### config.mk
export PLATFORM = sky130hd
export DESIGN_NAME = ex_operand_stage_flat
export DESIGN_NICKNAME = d
export VERILOG_FILES = /design/src/rtl/ex_operand_stage_if.sv /design/src/rtl/ex_operand_stage.sv /design/src/flat_wrapper.sv
export SDC_FILE = /design/constraint.sdc
export NUM_CORES = 1
export LEC_CHECK = 0
export ABC_AREA = 1
export CAP_MARGIN = 0
export CORE_MARGIN = 5
export CORE_UTILIZATION = 30
export DETAILED_ROUTE_END_ITERATION = 8
export HOLD_SLACK_MARGIN = 0.02
export PLACE_DENSITY = 0.58
export SYNTH_ARGS = -nofsm -noshare
export SYNTH_HDL_FRONTEND = slang
export SYNTH_SLANG_ARGS = --single-unit
### constraint.sdc
create_clock -name clk -period 1.7 [get_ports clk]
set_input_delay 0.255 -clock clk [delete_from_list [all_inputs] [get_ports clk]]
set_output_delay 0.255 -clock clk [all_outputs]
set_load 0.02 [all_outputs]
### src/rtl/ex_operand_stage_if.sv
// ID/EX operand-stage bus: decode-side inputs, MEM/WB forwarding sources,
// pipeline controls and the EX-stage outputs that feed the ALU.
interface ex_operand_stage_if #(
    parameter int unsigned width  = 32,
    parameter int unsigned addr_w = 5
);
    // Decode slot
    logic              ValidD;
    logic [addr_w-1:0] Rs1D;
    logic [addr_w-1:0] Rs2D;
    logic [addr_w-1:0] RdD;
    logic [width-1:0]  RD1D;
    logic [width-1:0]  RD2D;
    logic [width-1:0]  ImmExtD;
    logic [2:0]        ALUControlD;
    logic              ALUSrcD;
    logic              RegWriteD;
    logic              MemReadD;
    logic              MemWriteD;

    // Pipeline control
    logic              FlushE;
    logic              StallE;

    // Forwarding sources
    logic [addr_w-1:0] RdM;
    logic              RegWriteM;
    logic [width-1:0]  ALUResultM;
    logic [addr_w-1:0] RdW;
    logic              RegWriteW;
    logic [width-1:0]  ResultW;

    // EX-stage outputs
    logic [width-1:0]  SrcA;
    logic [width-1:0]  SrcB;
    logic [2:0]        ALUControlE;
    logic [width-1:0]  WriteDataE;
    logic [addr_w-1:0] RdE;
    logic              RegWriteE;
    logic              MemReadE;
    logic              MemWriteE;
    logic              ValidE;
    logic              StallD;

    // Upstream pipeline / environment side
    modport master (
        output ValidD, Rs1D, Rs2D, RdD, RD1D, RD2D, ImmExtD, ALUControlD,
               ALUSrcD, RegWriteD, MemReadD, MemWriteD,
               FlushE, StallE,
               RdM, RegWriteM, ALUResultM, RdW, RegWriteW, ResultW,
        input  SrcA, SrcB, ALUControlE, WriteDataE, RdE,
               RegWriteE, MemReadE, MemWriteE, ValidE, StallD
    );

    // Operand stage side
    modport slave (
        input  ValidD, Rs1D, Rs2D, RdD, RD1D, RD2D, ImmExtD, ALUControlD,
               ALUSrcD, RegWriteD, MemReadD, MemWriteD,
               FlushE, StallE,
               RdM, RegWriteM, ALUResultM, RdW, RegWriteW, ResultW,
        output SrcA, SrcB, ALUControlE, WriteDataE, RdE,
               RegWriteE, MemReadE, MemWriteE, ValidE, StallD
    );
endinterface

### src/rtl/ex_operand_stage.sv
// ID/EX pipeline register with MEM/WB operand forwarding and load-use
// hazard detection; drives the ALU operands and the decode-stage stall.
module ex_operand_stage #(
    parameter int unsigned width  = 32,
    parameter int unsigned addr_w = 5
) (
    input  logic                 clk,
    input  logic                 reset,
    ex_operand_stage_if.slave    ex_if
);

    // Everything the EX stage needs to remember about one instruction
    typedef struct packed {
        logic              valid;
        logic              reg_write;
        logic              mem_read;
        logic              mem_write;
        logic              alu_src;
        logic [2:0]        alu_ctrl;
        logic [addr_w-1:0] rs1;
        logic [addr_w-1:0] rs2;
        logic [addr_w-1:0] rd;
        logic [width-1:0]  rd1;
        logic [width-1:0]  rd2;
        logic [width-1:0]  imm;
    } ex_reg_t;

    ex_reg_t           ex_q;
    ex_reg_t           ex_d;
    ex_reg_t           d_slot;
    logic              load_use;
    logic [width-1:0]  fwd_a;
    logic [width-1:0]  fwd_b;

    // Pack the decode-side inputs into the EX register layout
    always_comb begin
        d_slot           = '0;
        d_slot.valid     = ex_if.ValidD;
        d_slot.reg_write = ex_if.RegWriteD;
        d_slot.mem_read  = ex_if.MemReadD;
        d_slot.mem_write = ex_if.MemWriteD;
        d_slot.alu_src   = ex_if.ALUSrcD;
        d_slot.alu_ctrl  = ex_if.ALUControlD;
        d_slot.rs1       = ex_if.Rs1D;
        d_slot.rs2       = ex_if.Rs2D;
        d_slot.rd        = ex_if.RdD;
        d_slot.rd1       = ex_if.RD1D;
        d_slot.rd2       = ex_if.RD2D;
        d_slot.imm       = ex_if.ImmExtD;
    end

    // Load in EX whose destination is read by decode; both source fields
    // are compared whether or not the instruction actually uses them
    always_comb begin
        load_use = ex_q.mem_read & ex_q.valid & ex_if.ValidD
                 & (ex_q.rd != '0)
                 & ((ex_if.Rs1D == ex_q.rd) | (ex_if.Rs2D == ex_q.rd));
    end

    // Next EX contents: flush beats stall, stall beats hazard bubble
    always_comb begin
        ex_d = ex_q;
        if (ex_if.FlushE) begin
            ex_d = '0;
        end else if (ex_if.StallE) begin
            ex_d = ex_q;
        end else if (load_use) begin
            ex_d = '0;
        end else begin
            ex_d = d_slot;
        end
    end

    // EX pipeline register; a bubble is the all-zero word
    always_ff @(posedge clk) begin
        if (reset) begin
            ex_q <= '0;
        end else begin
            ex_q <= ex_d;
        end
    end

    // rs1 forwarding: MEM has the younger value, x0 is never forwarded
    always_comb begin
        fwd_a = ex_q.rd1;
        if (ex_if.RegWriteM && (ex_if.RdM != '0) && (ex_if.RdM == ex_q.rs1)) begin
            fwd_a = ex_if.ALUResultM;
        end else if (ex_if.RegWriteW && (ex_if.RdW != '0) && (ex_if.RdW == ex_q.rs1)) begin
            fwd_a = ex_if.ResultW;
        end
    end

    // rs2 forwarding, same priority as rs1
    always_comb begin
        fwd_b = ex_q.rd2;
        if (ex_if.RegWriteM && (ex_if.RdM != '0) && (ex_if.RdM == ex_q.rs2)) begin
            fwd_b = ex_if.ALUResultM;
        end else if (ex_if.RegWriteW && (ex_if.RdW != '0) && (ex_if.RdW == ex_q.rs2)) begin
            fwd_b = ex_if.ResultW;
        end
    end

    // ALU operands, store data and EX-stage controls
    assign ex_if.SrcA        = fwd_a;
    assign ex_if.SrcB        = ex_q.alu_src ? ex_q.imm : fwd_b;
    assign ex_if.WriteDataE  = fwd_b;
    assign ex_if.ALUControlE = ex_q.alu_ctrl;
    assign ex_if.RdE         = ex_q.rd;
    assign ex_if.RegWriteE   = ex_q.reg_write;
    assign ex_if.MemReadE    = ex_q.mem_read;
    assign ex_if.MemWriteE   = ex_q.mem_write;
    assign ex_if.ValidE      = ex_q.valid;
    assign ex_if.StallD      = load_use | ex_if.StallE;

endmodule

### src/flat_wrapper.sv
// flat-port wrapper written by rule: the top's interface ports become plain ports
module ex_operand_stage_flat 
#(
    parameter int unsigned width  = 32,
    parameter int unsigned addr_w = 5
)
  (clk, reset, ex_if_ValidD, ex_if_Rs1D, ex_if_Rs2D, ex_if_RdD, ex_if_RD1D, ex_if_RD2D, ex_if_ImmExtD, ex_if_ALUControlD, ex_if_ALUSrcD, ex_if_RegWriteD, ex_if_MemReadD, ex_if_MemWriteD, ex_if_FlushE, ex_if_StallE, ex_if_RdM, ex_if_RegWriteM, ex_if_ALUResultM, ex_if_RdW, ex_if_RegWriteW, ex_if_ResultW, ex_if_SrcA, ex_if_SrcB, ex_if_ALUControlE, ex_if_WriteDataE, ex_if_RdE, ex_if_RegWriteE, ex_if_MemReadE, ex_if_MemWriteE, ex_if_ValidE, ex_if_StallD);
  ex_operand_stage_if #(.width(width), .addr_w(addr_w)) ex_if_i ();
  input  logic clk;
  input  logic reset;
  input wire logic [$bits(ex_if_i.ValidD)-1:0] ex_if_ValidD;
  input wire logic [$bits(ex_if_i.Rs1D)-1:0] ex_if_Rs1D;
  input wire logic [$bits(ex_if_i.Rs2D)-1:0] ex_if_Rs2D;
  input wire logic [$bits(ex_if_i.RdD)-1:0] ex_if_RdD;
  input wire logic [$bits(ex_if_i.RD1D)-1:0] ex_if_RD1D;
  input wire logic [$bits(ex_if_i.RD2D)-1:0] ex_if_RD2D;
  input wire logic [$bits(ex_if_i.ImmExtD)-1:0] ex_if_ImmExtD;
  input wire logic [$bits(ex_if_i.ALUControlD)-1:0] ex_if_ALUControlD;
  input wire logic [$bits(ex_if_i.ALUSrcD)-1:0] ex_if_ALUSrcD;
  input wire logic [$bits(ex_if_i.RegWriteD)-1:0] ex_if_RegWriteD;
  input wire logic [$bits(ex_if_i.MemReadD)-1:0] ex_if_MemReadD;
  input wire logic [$bits(ex_if_i.MemWriteD)-1:0] ex_if_MemWriteD;
  input wire logic [$bits(ex_if_i.FlushE)-1:0] ex_if_FlushE;
  input wire logic [$bits(ex_if_i.StallE)-1:0] ex_if_StallE;
  input wire logic [$bits(ex_if_i.RdM)-1:0] ex_if_RdM;
  input wire logic [$bits(ex_if_i.RegWriteM)-1:0] ex_if_RegWriteM;
  input wire logic [$bits(ex_if_i.ALUResultM)-1:0] ex_if_ALUResultM;
  input wire logic [$bits(ex_if_i.RdW)-1:0] ex_if_RdW;
  input wire logic [$bits(ex_if_i.RegWriteW)-1:0] ex_if_RegWriteW;
  input wire logic [$bits(ex_if_i.ResultW)-1:0] ex_if_ResultW;
  output wire logic [$bits(ex_if_i.SrcA)-1:0] ex_if_SrcA;
  output wire logic [$bits(ex_if_i.SrcB)-1:0] ex_if_SrcB;
  output wire logic [$bits(ex_if_i.ALUControlE)-1:0] ex_if_ALUControlE;
  output wire logic [$bits(ex_if_i.WriteDataE)-1:0] ex_if_WriteDataE;
  output wire logic [$bits(ex_if_i.RdE)-1:0] ex_if_RdE;
  output wire logic [$bits(ex_if_i.RegWriteE)-1:0] ex_if_RegWriteE;
  output wire logic [$bits(ex_if_i.MemReadE)-1:0] ex_if_MemReadE;
  output wire logic [$bits(ex_if_i.MemWriteE)-1:0] ex_if_MemWriteE;
  output wire logic [$bits(ex_if_i.ValidE)-1:0] ex_if_ValidE;
  output wire logic [$bits(ex_if_i.StallD)-1:0] ex_if_StallD;
  assign ex_if_i.ValidD = ex_if_ValidD;
  assign ex_if_i.Rs1D = ex_if_Rs1D;
  assign ex_if_i.Rs2D = ex_if_Rs2D;
  assign ex_if_i.RdD = ex_if_RdD;
  assign ex_if_i.RD1D = ex_if_RD1D;
  assign ex_if_i.RD2D = ex_if_RD2D;
  assign ex_if_i.ImmExtD = ex_if_ImmExtD;
  assign ex_if_i.ALUControlD = ex_if_ALUControlD;
  assign ex_if_i.ALUSrcD = ex_if_ALUSrcD;
  assign ex_if_i.RegWriteD = ex_if_RegWriteD;
  assign ex_if_i.MemReadD = ex_if_MemReadD;
  assign ex_if_i.MemWriteD = ex_if_MemWriteD;
  assign ex_if_i.FlushE = ex_if_FlushE;
  assign ex_if_i.StallE = ex_if_StallE;
  assign ex_if_i.RdM = ex_if_RdM;
  assign ex_if_i.RegWriteM = ex_if_RegWriteM;
  assign ex_if_i.ALUResultM = ex_if_ALUResultM;
  assign ex_if_i.RdW = ex_if_RdW;
  assign ex_if_i.RegWriteW = ex_if_RegWriteW;
  assign ex_if_i.ResultW = ex_if_ResultW;
  assign ex_if_SrcA = ex_if_i.SrcA;
  assign ex_if_SrcB = ex_if_i.SrcB;
  assign ex_if_ALUControlE = ex_if_i.ALUControlE;
  assign ex_if_WriteDataE = ex_if_i.WriteDataE;
  assign ex_if_RdE = ex_if_i.RdE;
  assign ex_if_RegWriteE = ex_if_i.RegWriteE;
  assign ex_if_MemReadE = ex_if_i.MemReadE;
  assign ex_if_MemWriteE = ex_if_i.MemWriteE;
  assign ex_if_ValidE = ex_if_i.ValidE;
  assign ex_if_StallD = ex_if_i.StallD;
  ex_operand_stage #(.width(width), .addr_w(addr_w)) u_core (.clk(clk), .reset(reset), .ex_if(ex_if_i));
endmodule
* Yosys cells after proc, flatten, opt, wreduce, memory -nomap -nowiden
Cells that the tools add are included.
Operators by class: shift operators 0, mux-type cells 6, bitwise logic cells 6, $mul 0, reduce and logical (&&, ||, !) cells 10, add/sub/neg operators 0, div/mod/pow operators 0, equality and inequality tests 6, magnitude comparators 0
Operator list (count):
- $mux 32 | 5
- $mux 119 | 1
- $eq 5x5->1 | 6
- $reduce_bool 5->1 | 3
- $logic_and 1x1->1 | 6
- $and 1x1->1 | 4
- $or 1x1->1 | 2
- $reduce_or 2->1 | 1
Word-level totals: bits in registers 119, bits in writable memories 0, word-level logic and storage cells 40, memories 0, ROM bits 0, output and inout bits 109, bits in latches 0, bits of input ports 199

* Depth between registers and ports, before layout
word-level depth 6, mapped depth 11, gate-level depth less buffers 10

* Worst setup path after synthesis
No wires, ideal clock.
kind register -> output, start reg u_core.ex_q[106] in the netlist's numbering, end out ex_if_SrcA[10], path buffers 1, setup slack 93 ps, data required time 1445 ps, data arrival time 1352 ps, cell stages (with the launch flop) 9, cells stage by stage dfxtp_1 > xnor2_1 > nand3_1 > nor3_4 > nand2_1 > buf_2 > nand2_1 > nand3_1 > nand2_1
Between the ends: word-level cells in the longest chain between the ends 4, elaborated cells between the ends (all ways) 6, those cells by class eq/ne (2); mux (2); reduce/logical (2)
Ends and longest elaborated chain:
- start, declared | RTL line ex_operand_stage.sv:28 | ex_reg_t ex_q;
- start signal, assigned | RTL line ex_operand_stage.sv:77 | ex_q <= '0;
- start signal, assigned | RTL line ex_operand_stage.sv:79 | ex_q <= ex_d;
- $eq 5x5->1 | RTL line ex_operand_stage.sv:88 | end else if (ex_if.RegWriteW && (ex_if.RdW != '0) && (ex_if.RdW == ex_q.rs1)) begin
- $logic_and 1x1->1 | RTL line ex_operand_stage.sv:88
- $mux 32 | RTL line ex_operand_stage.sv:88
- $mux 32 (*) | RTL line ex_operand_stage.sv:86 | if (ex_if.RegWriteM && (ex_if.RdM != '0) && (ex_if.RdM == ex_q.rs1)) begin
- end, declared | RTL line flat_wrapper.sv:31 | output wire logic [$bits(ex_if_i.SrcA)-1:0] ex_if_SrcA;
Mark *: on every way between the ends. The rest lies on a longest branch, timed or not.

* Final worst setup path
start reg u_core.ex_q[104] in the netlist's numbering, end out ex_if_WriteDataE[2]
Between the ends: word-level cells in the longest chain between the ends 4, elaborated cells between the ends (all ways) 6, those cells by class eq/ne (2); mux (2); reduce/logical (2)
Ends and longest elaborated chain:
- $eq 5x5->1 | RTL line ex_operand_stage.sv:98 | end else if (ex_if.RegWriteW && (ex_if.RdW != '0) && (ex_if.RdW == ex_q.rs2)) begin
- $logic_and 1x1->1 | RTL line ex_operand_stage.sv:98
- $mux 32 | RTL line ex_operand_stage.sv:98
- $mux 32 (*) | RTL line ex_operand_stage.sv:96 | if (ex_if.RegWriteM && (ex_if.RdM != '0) && (ex_if.RdM == ex_q.rs2)) begin
- end, declared | RTL line flat_wrapper.sv:34 | output wire logic [$bits(ex_if_i.WriteDataE)-1:0] ex_if_WriteDataE;
Marked as above.

==> flow_metrics.py <==
metrics = {
    "clocking": {
        "clock_path_buffers": 2,
        "numCtsBuffers": 17,
        "clkSinkCount": 119,
        "h-tree-depth": 4,
        "clkLatencyLatePin_ps": 420,
        "cts_root_buffer": "clkbuf_16",
        "holdBufCountCts": 0,
        "clk_pin_slew_ps": 50,
        "cts_tree": "built",
    },
    "synthesis": {
        "yosysMostFrequentCell": "nand2_1",
        "postSynthAreaPerCell_um2": 7.20,
        "ys_types": 28,
        "synthAdderAreaFrac_pct": 0,
        "synthCells": 1158,
        "ys_seq_elements": 119,
        "netlist_area_um2": 8340,
        "yosys-top-cells-area": "dfxtp_1 (29%), nand2_1 (15%), nand3_2 (12%), a21oi_2 (10%), nand3_1 (9.0%)",
        "synth_largest_area_cell": "dfxtp_1",
        "synth_compound_area_share_pct": 11.7,
        "async_flop_share_pct": 0,
        "synth-simple-area-share_pct": 45.8,
        "synth_xor_area_share_pct": 2.41,
        "syn_nets": 1357,
        "ys_seq_area_share_pct": 28.6,
        "synth_top_family_by_area": "simple AND/OR/NAND/NOR gates",
        "synthMuxAreaShare_pct": 0,
        "ys_top_cells_by_count": "nand2_1 (338), nand3_1 (150), dfxtp_1 (119), nand3_2 (101), a21oi_2 (100)",
        "synth_edf_count": 0,
        "yosys_warnings": 0,
        "yosys.area.top_type_share_pct": 28.6,
        "ys.flop_type": "dfxtp_1",
    },
    "floorplan": {
        "dieArea_um2": 31200,
        "rows": 61,
        "coreArea_um2": 27600,
        "die_width_um": 177,
        "die_h_um": 177,
        "initial_utilization_pct": 30.2,
        "ioPinCount": 308,
    },
    "grt": {
        "antenna_found_initial": 2,
        "grt_max_degree": 120,
        "overflow": 0,
        "grt_pass1_wl_um": 56100,
        "grt_pass1_vias": 9524,
        "grt_usage_pct": 23.1,
    },
    "timing": {
        "fin_crit_ps": 2400,
        "setup_viol": 97,
        "rsz0062_at_grt": "yes",
        "timing_hold_violations_final": 0,
        "slew_viol_final": 0,
        "setup_ws_ps": -703,
        "min_period_over_period_pct": 141,
        "fmax_mhz": 416,
        "fin_skew_ps": 10.8,
        "maxSlewHeadroom_pct": 59.5,
        "setup_tns_ps": -60260,
        "max_slew.worst_pin.slew_ps": 607,
    },
    "setup_path": {
        "slowest_stage": "dfxtp_2",
        "reg2reg_from": "u_core.ex_if.RdE[0]",
        "path_max_fanout": 14,
        "path_delay_family": "buffers and inverters",
        "critical_path.startpoint": "u_core.ex_q[104]",
        "crit_chain": "xor2_1 > nor2_4 > buf_6 > buf_8 > nand4_1 > nand3_2 > and2_1 > clkdlybuf4s15_2",
        "required_ps": 1440,
        "crit_buf_inv": 3,
        "critPathLaunchType": "flop",
        "cp.arrival_ps": 2150,
        "cpPeakStageDelay_ps": 350,
        "end_kind": "output pin",
        "path_class": "reg2out",
    },
    "pwr": {
        "pwr_density_cell_nw_per_um2": 584,
        "seqPwrFrac_pct": 33.4,
        "power.leakage_nw": 6.39,
        "p_total_mw": 8.79,
        "p_sw_mw": 2.72,
        "p_clk_share_pct": 39.2,
        "p_int_mw": 6.06,
        "combPwrFrac_pct": 27.4,
        "ir_worst_vdd_uv": 533,
        "swShare_pct": 31.0,
    },
    "detailed_routing": {
        "num_vias": 9704,
        "drt_pass1_iterations": 5,
        "drt_iter0_drc": 704,
        "wl_um": 41000,
        "routed_via_density": 5.08,
        "ant_nets": 0,
        "drc": 0,
        "wire_per_inst_um": 21.5,
    },
    "run_status": {
        "run_status": "finished with violations",
        "violations": "setup timing",
    },
    "final_layout": {
        "drive_above_1_share_pct": 49.5,
        "area_delta_synth_final_pct": 80.3,
        "num-fill-cells": 2599,
        "layout.nets": 1717,
    },
    "placement": {
        "dp_hpwl_um": 25800,
        "globalplace.congestion": 0.833,
        "port_buffers": 307,
    },
    "worst_hold_path": {
        "min_from": "ex_if_Rs1D[3]",
        "hold_class": "in2reg",
    },
    "flow_run": {
        "cap_viol_max_count": 0,
    },
}
layout make-up:
| cell class | instances | area, µm² | area share, % |
|---|---|---|---|
| Multi-Input combinational cell | 854 | 6290 | 41.8 |
| Inverter | 81 | 317 | 2.10 |
| Clock buffer | 18 | 429 | 2.85 |
| Tap cell | 378 | 473 | 3.14 |
| Timing Repair Buffer | 445 | 4990 | 33.2 |
| Antenna cell | 2 | 5.00 | 0.0333 |
| Sequential cell | 119 | 2420 | 16.1 |
| Clock inverter | 13 | 109 | 0.724 |
layout by cell type (no fill, tap or decap), types with 34 or more instances in the layout:
cell type and instances:
a21oi_2 103, buf_4 76, buf_6 90, clkdlybuf4s50_1 191, dfxtp_1 104, inv_1 73, nand2_1 217, nand2_2 82
nand2_4 39, nand3_1 55, nand3_2 184, nand3b_1 34, nand4_1 34
worst paths after layout:
| path | endpoint | slack (ps) | cells after the start |
|---|---|---|---|
| worst max register to register | u_core.ex_q[34] | 100 | 11 |
| worst max-delay path | ex_if_WriteDataE[2] | -700 | 8 |
| worst min register to register | u_core.ex_q[3] | 460 | 2 |
| worst min-delay path | u_core.ex_q[109] | 290 | 4 |
kinds of logic (layout without fill, tap and decap cells):
group / count (synthesis) / after routing
and+or+nand+nor: 711 / 711
buffers and inverters: 185 / 557
AOI/OAI and AO/OA: 120 / 120
DFF: 119 / 119
xor gates and xnor gates: 23 / 23
other: 0 / 2
power by group through the flow:
stage | Combinational (mW) | Sequential [mW] | Clock, mW
after floorplan | 0.901 | 2.98 | 0
after global placement | 2.08 | 2.99 | 0
after detailed placement | 2.08 | 2.99 | 0
after CTS | 2.12 | 2.93 | 3.51
after global routing | 2.54 | 2.94 | 3.62
final | 2.40 | 2.94 | 3.45
through the flow:
stage	utilization (%)	area, µm²	hold slack [ps]	worst slack (ps)	instances
3_5_place_dp	44.5	12300	447	-1120	1837
6_report	54.4	15000	288	-703	1910
2_1_floorplan	-	8340	399	92.8	1158
4_1_cts	47.8	13200	371	-754	1881
5_1_grt	54.4	15000	306	-806	1910
3_3_place_gp	44.5	12300	444	-1130	1837
state kept, by name, indices dropped and copies added, names as in the netlist:
signal and cells:
u_core.ex_q 107, u_core.ex_if.RegWriteE 1, u_core.ex_if.RdE 5, u_core.ex_if.MemReadE 1, u_core.ex_if.ValidE 1, u_core.ex_if.MemWriteE 1
u_core.ex_if.ALUControlE 3
tightest hold or removal path, stage by stage:
cell            delay, ps
dlymetal6s2s_1        150
buf_4                 140
nand3_2                60
a21oi_2                40
per-layer routing:
metal	up-vias	share of wire, %	track usage, %
li1	4537	-	-
met4	0	3.4	7.80
met3	81	6.8	4.93
met1	4682	41	29.8
met5	-	0	0
met2	404	49	38.4
repair_timing:
action	CTS	global route
endpoints found under the setup margin	216	199
gates resized for setup	502	432
pin swaps	20	75
gates cloned	5	18
setup buffers	9	12
Note: power is estimated with default switching activity, not from simulation.
